==> config.mk <==
export PLATFORM = sky130hd
export DESIGN_NAME = clk_divider_multi
export DESIGN_NICKNAME = d
export VERILOG_FILES = /design/src/rtl/clk_divider_multi.sv
export SDC_FILE = /design/constraint.sdc
export NUM_CORES = 1
export LEC_CHECK = 0
export CAP_MARGIN = 20
export CORE_ASPECT_RATIO = 1.5
export CORE_MARGIN = 10
export CORE_UTILIZATION = 25
export CTS_CLUSTER_SIZE = 10
export DETAILED_ROUTE_END_ITERATION = 6
export MAX_ROUTING_LAYER = met4
export PLACE_DENSITY = 0.37
export RECOVER_POWER = 50
export SYNTH_ARGS = -nofsm -noshare
export SYNTH_HDL_FRONTEND = slang
export SYNTH_SLANG_ARGS = --single-unit
==> constraint.sdc <==
create_clock -name clk_in -period 9.56 [get_ports clk_in]
set_input_delay 1.912 -clock clk_in [delete_from_list [all_inputs] [get_ports clk_in]]
set_output_delay 1.912 -clock clk_in [all_outputs]
set_load 0.02 [all_outputs]
==> src/rtl/clk_divider_multi.sv <==
// Multi-channel integer clock divider: per-channel counter, shadowed divisor applied
// only at a period boundary (or immediately while the channel is idle).
module clk_divider_multi #(
    parameter int NUM_CH      = 4,
    parameter int CNT_W       = 16,
    parameter int DEFAULT_DIV = 4,
    localparam int CH_W       = (NUM_CH > 1) ? $clog2(NUM_CH) : 1
) (
    input  logic              clk_in,
    input  logic              rst,
    input  logic [NUM_CH-1:0] ch_en,
    input  logic              div_load,
    input  logic [CH_W-1:0]   div_ch,
    input  logic [CNT_W-1:0]  div_val,
    output logic [NUM_CH-1:0] clk_out,
    output logic [NUM_CH-1:0] tick,
    output logic [NUM_CH-1:0] div_pending
);

    for (genvar i = 0; i < NUM_CH; i++) begin : g_ch
        logic [CNT_W-1:0] div_act;
        logic [CNT_W-1:0] div_shd;
        logic [CNT_W-1:0] cnt;
        logic [CNT_W-1:0] deff;
        logic [CNT_W-1:0] half;
        logic             wrap;
        logic             load_hit;
        logic             clk_r;
        logic             tick_r;
        logic             pend_r;

        // Divisors below 2 behave as 2; the high phase takes the extra cycle for odd divisors.
        always_comb begin
            deff     = (div_act < CNT_W'(2)) ? CNT_W'(2) : div_act;
            half     = deff - (deff >> 1);
            wrap     = (cnt == deff - CNT_W'(1));
            load_hit = div_load && (div_ch == CH_W'(i));
        end

        always_ff @(posedge clk_in) begin
            if (!rst) begin
                div_act <= CNT_W'(DEFAULT_DIV);
                div_shd <= CNT_W'(DEFAULT_DIV);
                cnt     <= '0;
                clk_r   <= 1'b0;
                tick_r  <= 1'b0;
                pend_r  <= 1'b0;
            end else begin
                if (load_hit) begin
                    div_shd <= div_val;
                end
                if (!ch_en[i]) begin
                    cnt    <= '0;
                    clk_r  <= 1'b0;
                    tick_r <= 1'b0;
                    if (pend_r) begin
                        div_act <= div_shd;
                    end
                    pend_r <= load_hit;
                end else begin
                    // Outputs reflect the current count, so cnt==0 yields the rising edge and tick.
                    clk_r  <= (cnt < half);
                    tick_r <= (cnt == '0);
                    if (wrap) begin
                        cnt <= '0;
                        if (pend_r) begin
                            div_act <= div_shd;
                        end
                        pend_r <= load_hit;
                    end else begin
                        cnt <= cnt + CNT_W'(1);
                        if (load_hit) begin
                            pend_r <= 1'b1;
                        end
                    end
                end
            end
        end

        assign clk_out[i]     = clk_r;
        assign tick[i]        = tick_r;
        assign div_pending[i] = pend_r;
    end

endmodule

# ---- Word level (Yosys, flattened, before mapping)
# Cells that the tools add are included.
dict set report op_classes {
  n_bitwise 5
  order_cmp 8
  add_sub_neg 12
  reduce_logical 17
  n_eq_ne 15
  mux 28
}
# operator count
set op_table {}
lappend op_table {{16-bit two-way mux} 16}
lappend op_table {{16-bit by 1-bit adder with 16-bit output, second input constant} 4}
lappend op_table {{16-bit equality test} 4}
lappend op_table {{16-bit logical NOT} 4}
lappend op_table {{16-bit < comparator} 4}
lappend op_table {{16-bit by 2-bit < comparator with 1-bit output, second input constant} 4}
lappend op_table {{16-bit by 1-bit subtractor with 16-bit output, second input constant} 4}
lappend op_table {{16-bit by 15-bit subtractor with 16-bit output} 4}
lappend op_table {{1-bit two-way mux} 12}
lappend op_table {{3-bit by 1-bit != test with 1-bit output, second input constant} 4}
lappend op_table {{3-bit OR reduction} 4}
lappend op_table {{2-bit by 1-bit != test with 1-bit output, second input constant} 4}
lappend op_table {{2-bit AND reduction} 4}
lappend op_table {{1-bit inverter} 5}
lappend op_table {{2-bit equality test, second input constant} 2}
lappend op_table {{1-bit logical AND} 4}
lappend op_table {{2-bit by 1-bit equality test with 1-bit output, second input constant} 1}
lappend op_table {{2-bit logical NOT} 1}
dict set report word_totals {
  in_bits 25
  reg_bits 204
  elab_cells 109
  out_inout_bits 12
}

# ---- Depth between registers and ports, before layout
# Gate-level depths: netlist of the first run.
dict set report logic_depth {
  word_depth 6
  mapped_depth 22
  mapped_depth_nobuf 22
}

# ---- Worst setup path after synthesis of the first run
# Ideal clock, no wire load.
dict set report synth_timing {
  kind {reg-to-reg}
  start {register g_ch[1].div_act[15]}
  end {register g_ch[1].clk_r}
  setup_time_ns 0.120
  t_arrival_ns 4.042
  slack_ns 5.397
  t_required_ns 9.440
  path_stages_with_launch 22
  n_path_buf 0
  synth_period_minus_slack_ns 4.163
  cell_sequence {dfxtp_1 inv_1 ha_1 nor4b_1 nand4_1 nand2b_1 ha_1 nor2b_1 o311ai_0 a211oi_1 nor4_1 o41ai_1 a221oi_1 nand3_1 nor4bb_1 ha_1 o21ai_0 nand2_1 nand3_1 or3_1 a21oi_1 nor3_1}
}
dict set report synth_between {
  elab_chain_cells 4
}
# element line
set synth_rtl {}
lappend synth_rtl {{start: declaration} 21} ;# logic [CNT_W-1:0] div_act;
lappend synth_rtl {{start signal: assignment} 42} ;# div_act <= CNT_W'(DEFAULT_DIV);
lappend synth_rtl {{start signal: assignment} 57} ;# div_act <= div_shd;
lappend synth_rtl {{start signal: assignment} 67} ;# div_act <= div_shd;
lappend synth_rtl {{16-bit by 2-bit < comparator with 1-bit output} 34} ;# deff = (div_act < CNT_W'(2)) ? CNT_W'(2) : div_act;
lappend synth_rtl {{16-bit two-way mux (*)} 34}
lappend synth_rtl {{16-bit by 15-bit subtractor with 16-bit output (*)} 35} ;# half = deff - (deff >> 1);
lappend synth_rtl {{16-bit < comparator (*)} 62} ;# clk_r <= (cnt < half);
lappend synth_rtl {{end signal: assignment} 62}
lappend synth_rtl {{end: declaration} 28} ;# logic clk_r;
# Mark *: on every way between the ends. The rest lies on a longest branch, timed or not.
# A chain may end at the register's enable or synchronous reset.

# ---- Final worst setup path of the first run
dict set report layout_timing {
  start {input rst}
  end {register g_ch[3].cnt[10]}
}
dict set report layout_between {
  elab_chain_cells 2
}
# element line
set layout_rtl {}
lappend layout_rtl {{start: declaration} 10} ;# input logic rst,
lappend layout_rtl {{1-bit inverter (no source line)} -}
lappend layout_rtl {{3-bit OR reduction (no source line)} -}
lappend layout_rtl {{end signal: assignment} 71} ;# cnt <= cnt + CNT_W'(1);
lappend layout_rtl {{end: declaration} 23} ;# logic [CNT_W-1:0] cnt;
# No other way between the ends.

==> impl_results.md, run 1 <==
* Max clock buf depth at 3
* Failing checks: max-capacitance violations, max-slew violations
* Cells after synthesis at 1996
* Fill cell count at 6739
* Worst skew pair latency at 0.56 ns
* Die Height at 327 um
* Synth Net Count at 2221
* Standard-cell rows at 112
* Post-synth ARST share at 0
* Final setup TNS at 0 ns
* DR vias at 13100
* Max Transition Viols Final at 188
* Antenna viol nets, final at 0
* Hold path depth at 2
* CP Launch Type: primary input
* DR WL/cell at 17.3 um
* Initial DRC Count at 497
* Final hold violations at 0
* Core Footprint at 62400 um^2
* R2R Setup Slk at 4.52 ns
* IO Count at 37
* Post-synthesis register bit count at 204
* Mean Syn Cell Area at 7.89 um^2
* HP Class: flip-flop to flip-flop
* DR pass1 iterations at 7
* Die width at 225 um
* # hold bufs at CTS at 0
* Clock buffer count from CTS at 26
* Final min period at 6.43 ns
* Slowest cell on crit path: clkbuf_1
* Critical path buffer and inverter count at 2
* Post-CTS Setup Inserts at 0
* Synth warn at 0
* Leak at 6.29 nW
* Post-Layout Cell Count at 2740
* Starting density of the core at 0.252
* CTS resizes at 0
* FF-to-FF path depth at 18
* All-Layer GR Usage at 0.132
* Required time worst endpoint at 10.04 ns
* Crit path depth at 5
* Top_reg_cell synth: dfxtp_1
* Register area share after synthesis at 0.259
* Gr ovfl total at 0
* Slew margin rel. at -0.716
* Area grow syn2layout at 10.8%
* Most common cell after layout, fill and taps aside: nand2_1
* Slew @ Worst Pin at 2.57 ns
* First-pass GRT wire length at 75.4 mm
* Post-Syn Area at 15700 um^2
* Most frequent CP cell: clkbuf_1
* Detailed placer's ending HPWL at 36.5 mm
* Fmax achieved at 0.155 GHz
* DRC viols at 0
* Maximum fanout along the worst path at 67
* Total Die Area at 73600 um^2
* RSZ-0062 raised after global routing: no
* Nets at 2152
* Setup violators final at 0
* GPL Wtd Cong at 0.828
* Largest net degree at the start of global routing at 71
* Placed Cells at 2695
* Root Buffer: clkbuf_16
* Number of global-route vias before repair at 13200
* Post-DR vias/cell at 4.78
* Reg clk slew, reported paths at 0.06 ns
* Critical Path AT at 6.91 ns
* Max_cap viols at 4
* Status: finished, violations left
* CP top delay family: buffers and inverters
* Initial antenna violation count at 3
* CP Capture Type: flip-flop
* Hold_ws at 0.469 ns
* CTS tree: done
* PwrDens at 121 nW/um^2
* Depth of the CTS H-tree at 1
* Share of layout cells above drive strength 1 at 0.0309
* Fin crit share at 0.673
* Yosys cell types at 70
* Aggregate routed wire length at 47.4 mm
* Buffers on Ports at 36
* Number of flops mapped to enable cells by yosys at 0
* Setup Crit Path Kind: primary input to flip-flop
* Worst vdd ir at 0.121 mV
* CTS Sinks at 204
* Clock Skews at 0.00890 ns
* CP Cell Sequence: clkbuf_1 -> clkbuf_1 -> nand2_1 -> or2_0 -> nor2_1
* Most frequent cells in the layout: nand2_1, dfxtp_1, ha_1
* Max incr delay on CP at 1.92 ns
==> cell usage after synthesis (all sizes together) (23+ instances only) <==
cell	number	area [um^2]
a21boi	68	510
a21oi	48	240
a31oi	43	269
buf	23	141
clkbuf	125	469
dfxtp	204	4080
ha	196	2450
inv	128	480
nand2	232	871
nand2b	24	150
nand3	128	641
nand4	57	357
nor2	134	503
nor3	43	215
nor3b	31	233
nor4	30	215
o211ai	38	285
o21ai	64	320
xnor2	119	1040
xor2	73	639
==> power breakdown <==
group,switching [mW],internal (mW),leakage [nW],total [mW]
clock,0.395,0.604,0.402,0.999
combinational,0.142,0.0949,4.24,0.237
sequential,0.0134,0.866,1.65,0.880
total,0.551,1.56,6.29,2.12
==> layout make-up <==
cell class | count | area (um^2) | area share
clock buffers | 36 | 729 | 0.0418
clock inverters | 4 | 95.1 | 0.00545
inverters | 128 | 480 | 0.0276
multi-input cells | 1516 | 10600 | 0.606
diodes | 3 | 7.51 | 0.000430
repair buffers | 51 | 469 | 0.0269
flip-flops and latches | 204 | 4080 | 0.234
well taps | 798 | 998 | 0.0573
==> tightest hold or removal path, stage by stage (launching register included) <==
cell      delay, ns
dfxtp_1        0.31
nand2_1        0.05
a21boi_0       0.06
==> kinds of logic after synthesis <==
kind of cell | after synthesis | share of synthesized area
buf+inv | 276 | 0.0693
fa+ha+maj | 200 | 0.161
xor+xnor | 195 | 0.111
simple gates | 755 | 0.238
compound gates | 354 | 0.153
flops | 204 | 0.259
mux | 12 | 0.00779
==> stage by stage <==
stage	worst slack (ns)	total power [mW]	cell area, um^2	utilization
finish	3.13	2.12	17400	0.280
floorplan	5.40	1.06	15700	-
global route	2.49	2.22	17400	0.280
detailed placement	4.41	1.14	16600	0.266
global placement	4.55	1.14	16600	0.266
CTS	4.37	2.17	17400	0.279
==> worst paths after layout <==
| path | start | to |
|---|---|---|
| hold / removal | g_ch[1].div_shd[3]$_SDFFE_PN0P_ | g_ch[1].div_shd[3]$_SDFFE_PN0P_ |
| setup reg to reg | g_ch[2].div_act[2]$_SDFFE_PN1P_ | g_ch[2].clk_r$_SDFF_PN0_ |
| hold reg to reg | g_ch[1].div_shd[3]$_SDFFE_PN0P_ | g_ch[1].div_shd[3]$_SDFFE_PN0P_ |
| setup / recovery | rst | g_ch[3].cnt[10]$_SDFF_PP0_ |
==> metal layers <==
layer / vias up / routed length [um] / track usage
met3: 47 / 1100 / 0.0155
met2: 107 / 24800 / 0.241
met4: 0 / 1160 / 0.0399
li1: 6785 / - / -
met1: 6161 / 20300 / 0.145
met5: - / 0 / -
==> sequential cells by signal, indices dropped and copies added, names as in the netlist <==
register      cells
g_ch.pend_r       4
g_ch.div_act     64
g_ch.div_shd     64
g_ch.tick_r       4
g_ch.clk_r        4
g_ch.cnt         64
Power figures use the tool's default switching activity.
==> run 2: changes to the inputs <==
--- a/config.mk
+++ b/config.mk
@@ -12,7 +12,7 @@
 export CTS_CLUSTER_SIZE = 10
 export DETAILED_ROUTE_END_ITERATION = 6
 export MAX_ROUTING_LAYER = met4
-export PLACE_DENSITY = 0.37
+export PLACE_DENSITY = 0.38
 export RECOVER_POWER = 50
 export SYNTH_ARGS = -nofsm -noshare
 export SYNTH_HDL_FRONTEND = slang
==> constraint.sdc (replaced) <==
create_clock -name clk_in -period 5.2 [get_ports clk_in]
set_input_delay 1.04 -clock clk_in [delete_from_list [all_inputs] [get_ports clk_in]]
set_output_delay 1.04 -clock clk_in [all_outputs]
set_load 0.02 [all_outputs]
==> run 2 against run 1 <==
  * The run still ends with max-capacitance violations, max-slew violations left
  * Cell count increased by 0.44%
  * Core utilization rose by 0.15 points
  * Critical path depth rose by 15
  * Non-clock buffer count is 14 higher
  * Wire length shrank 0.26%
  * Global-route usage down 0.10 points
  * Critical path type is now flip-flop to flip-flop
  * Critical endpoint is now g_ch[2].clk_r$_SDFF_PN0_
==> impl_results.md, run 2 (synthesis gave the netlist of run 1 again) <==
* DRC viols at 0 (unchanged)
* Total Die Area at 73600 um^2 (unchanged)
* Buffers on Ports at 36 (unchanged)
* Status: finished, violations left
* Fmax achieved at 0.211 GHz
* R2r endpoint: g_ch[2].clk_r$_SDFF_PN0_
* Clock power frac at 0.456 (-0.016)
* Area grow syn2layout at 11.4%
* Total power at 3.79 mW (+79%)
* Hold path depth at 2 (unchanged)
* Most common cell after layout, fill and taps aside: nand2_1
* Leak at 6.35 nW (+0.90%)
* Nets at 2166 (+0.65%)
* Final worst slack at 0.453 ns (-2.67 ns)
* Post-DR vias/cell at 4.79 (+0.25%)
* Die Height at 327 um (unchanged)
* Reg2reg start: g_ch[2].div_act[15]$_SDFFE_PN0P_
* Final hold violations at 0 (unchanged)
* Post-Layout Cell Count at 2752 (+0.44%)
* Final min period at 4.75 ns
* Detailed placer's ending HPWL at 36.6 mm (+0.28%)
* CP Cell Sequence: inv_1 -> ha_1 -> nor4b_1 -> nand4_1 -> nand2b_1 -> ha_1 -> nand2b_1 -> a221oi_1 -> o221a_2 -> nor4_1 -> o41ai_2 -> a221oi_1 -> xnor2_1 -> ha_1 -> nand4_1 -> a21oi_1 -> o21ai_0 -> a21oi_1 -> o311a_1 -> a2111oi_0
* Gr ovfl total at 0 (unchanged)
* Initial DRC Count at 474 (-4.6%)
* HP Class: flip-flop to flip-flop
* Hold path endpoint: g_ch[3].div_shd[7]$_SDFFE_PN0P_
* Setup violators final at 0 (unchanged)
* Worst vdd ir at 0.201 mV (+67%)
* Reg clk slew, reported paths at 0.06 ns (about the same)
* Die width at 225 um (unchanged)
* Root Buffer: clkbuf_16
* Failing checks: max-capacitance violations, max-slew violations
* Setup Crit Path Kind: flip-flop to flip-flop
* Fin crit share at 0.913
* Aggregate routed wire length at 47.3 mm (-0.26%)
* CP Capture Type: flip-flop
* Starting density of the core at 0.252 (unchanged)
* Max clock buf depth at 3 (unchanged)
* All-Layer GR Usage at 0.131 (-0.00105)
* Most frequent cells in the layout: nand2_1, dfxtp_1, ha_1
* Core Footprint at 62400 um^2 (unchanged)
* First-pass GRT wire length at 74.8 mm (-0.81%)
* Fill cell count at 6689 (-0.74%)
* CP Launch Type: flip-flop
* Initial antenna violation count at 3 (unchanged)
* Standard-cell rows at 112 (unchanged)
* RSZ-0062 raised after global routing: no
* Post-CTS Setup Inserts at 0 (unchanged)
* DR pass1 iterations at 4 (-3)
* CTS resizes at 0 (unchanged)
* CTS Sinks at 204 (unchanged)
* CTS tree: done
* IO Count at 37 (unchanged)
* Largest net degree at the start of global routing at 70 (-1.4%)
* R2R Setup Slk at 0.45 ns (-4.07 ns)
* Hold wc startpoint: g_ch[3].div_shd[7]$_SDFFE_PN0P_
* Number of global-route vias before repair at 13200 (+0.18%)
* Register Area at 4080 um^2 (unchanged)
* Max incr delay on CP at 0.46 ns (-1.46 ns)
* Slew margin rel. at -1.11 (-0.397)
* Placed Cells at 2710 (+0.56%)
* Depth of the CTS H-tree at 1 (unchanged)
* Slowest cell on crit path: a221oi_1
* Design internal power at 2.78 mW (+78%)
* # hold bufs at CTS at 0 (unchanged)
* Required time worst endpoint at 5.63 ns (-4.41 ns)
* Slew @ Worst Pin at 3.17 ns (+0.595 ns)
* DR WL/cell at 17.2 um (-0.69%)
* Max_cap viols at 4 (unchanged)
* Sequential share of power at 0.427 (+0.011)
* Clock Skews at 0.0139 ns (+0.00502 ns)
* Max Transition Viols Final at 212 (+13%)
* Critical Path AT at 5.18 ns (-1.73 ns)
* Switching power total at 1.01 mW (+82%)
* DP Worst Slack at 0.341 ns (-4.06 ns)
* FF-to-FF path depth at 20 (+2)
* GPL Wtd Cong at 0.857 (+3.6%)
* Most frequent CP cell: ha_1
* Area of the multi-input gates at 10600 um^2 (+0.24%)
* Antenna viol nets, final at 0 (unchanged)
* Worst skew pair latency at 0.56 ns (about the same)
* Maximum fanout along the worst path at 4 (-94%)
* Final setup TNS at 0 ns (unchanged)
* Biggest regs: g_ch.cnt (64), g_ch.div_act (64), g_ch.div_shd (64)
* Clock buffer count from CTS at 26 (unchanged)
* Sw Ratio at 0.265 (+0.00496)
* PwrDens at 216 nW/um^2 (+78%)
* Comb pwr share at 0.117 (+0.005)
* Share of layout cells above drive strength 1 at 0.0410 (+0.0101)
* DR vias at 13200 (+0.69%)
run 2: layout make-up:
type / count / share of cell area
tap: 798 / 0.0570
multi-input combinational: 1516 / 0.605
sequential: 204 / 0.233
clock inverter: 2 / 0.000785
antenna: 3 / 0.000428
inverter: 128 / 0.0274
timing repair buffer: 65 / 0.0329
clock buffer: 36 / 0.0439
run 2: how the worst max path moves through the flow:
stage / start / end / cells after the start
final: g_ch[2].div_act[15]$_SDFFE_PN0P_ / g_ch[2].clk_r$_SDFF_PN0_ / 20
after global routing: g_ch[2].div_act[15]$_SDFFE_PN0P_ / g_ch[2].clk_r$_SDFF_PN0_ / 20
after CTS: g_ch[2].div_act[15]$_SDFFE_PN0P_ / g_ch[2].clk_r$_SDFF_PN0_ / 20
after detailed placement: g_ch[2].div_act[15]$_SDFFE_PN0P_ / g_ch[2].clk_r$_SDFF_PN0_ / 20
after global placement: g_ch[1].div_act[15]$_SDFFE_PN0P_ / g_ch[1].clk_r$_SDFF_PN0_ / 21
after floorplan: g_ch[1].div_act[15]$_SDFFE_PN0P_ / g_ch[1].clk_r$_SDFF_PN0_ / 21
run 2: layer usage:
metal	up-vias	routed length, um	track usage	share of wire
met5	-	0	-	0
li1	6809	-	-	-
met4	0	1190	0.0419	0.025
met3	55	1320	0.0164	0.028
met2	113	24700	0.239	0.52
met1	6213	20000	0.143	0.42
run 2: through the flow:
step           hold slack (ns)  instance area, um^2  utilization
6_report                 0.468                17500        0.281
5_1_grt                  0.491                17500        0.281
4_1_cts                  0.469                17500        0.281
3_5_place_dp             0.461                16700        0.268
3_3_place_gp             0.453                16700        0.268
2_1_floorplan            0.441                15700            -
run 2: worst max-delay path, delay by kind of cell, from the launching register on:
| kind | cells | cell delay [ns] |
|---|---|---|
| AOI/OAI and AO/OA | 9 | 1.94 |
| xor gates and xnor gates | 1 | 0.18 |
| adders and majority gates | 3 | 0.68 |
| buffers and inverters | 1 | 0.12 |
| DFF | 1 | 0.31 |
| and+or+nand+nor | 6 | 1.38 |
run 2: power groups by stage:
stage	combinational, mW	clock [mW]	sequential (mW)
floorplan	0.315	0	1.64
global placement	0.451	0	1.65
detailed placement	0.454	0	1.65
CTS	0.455	1.81	1.62
global route	0.504	1.86	1.62
finish	0.444	1.73	1.62
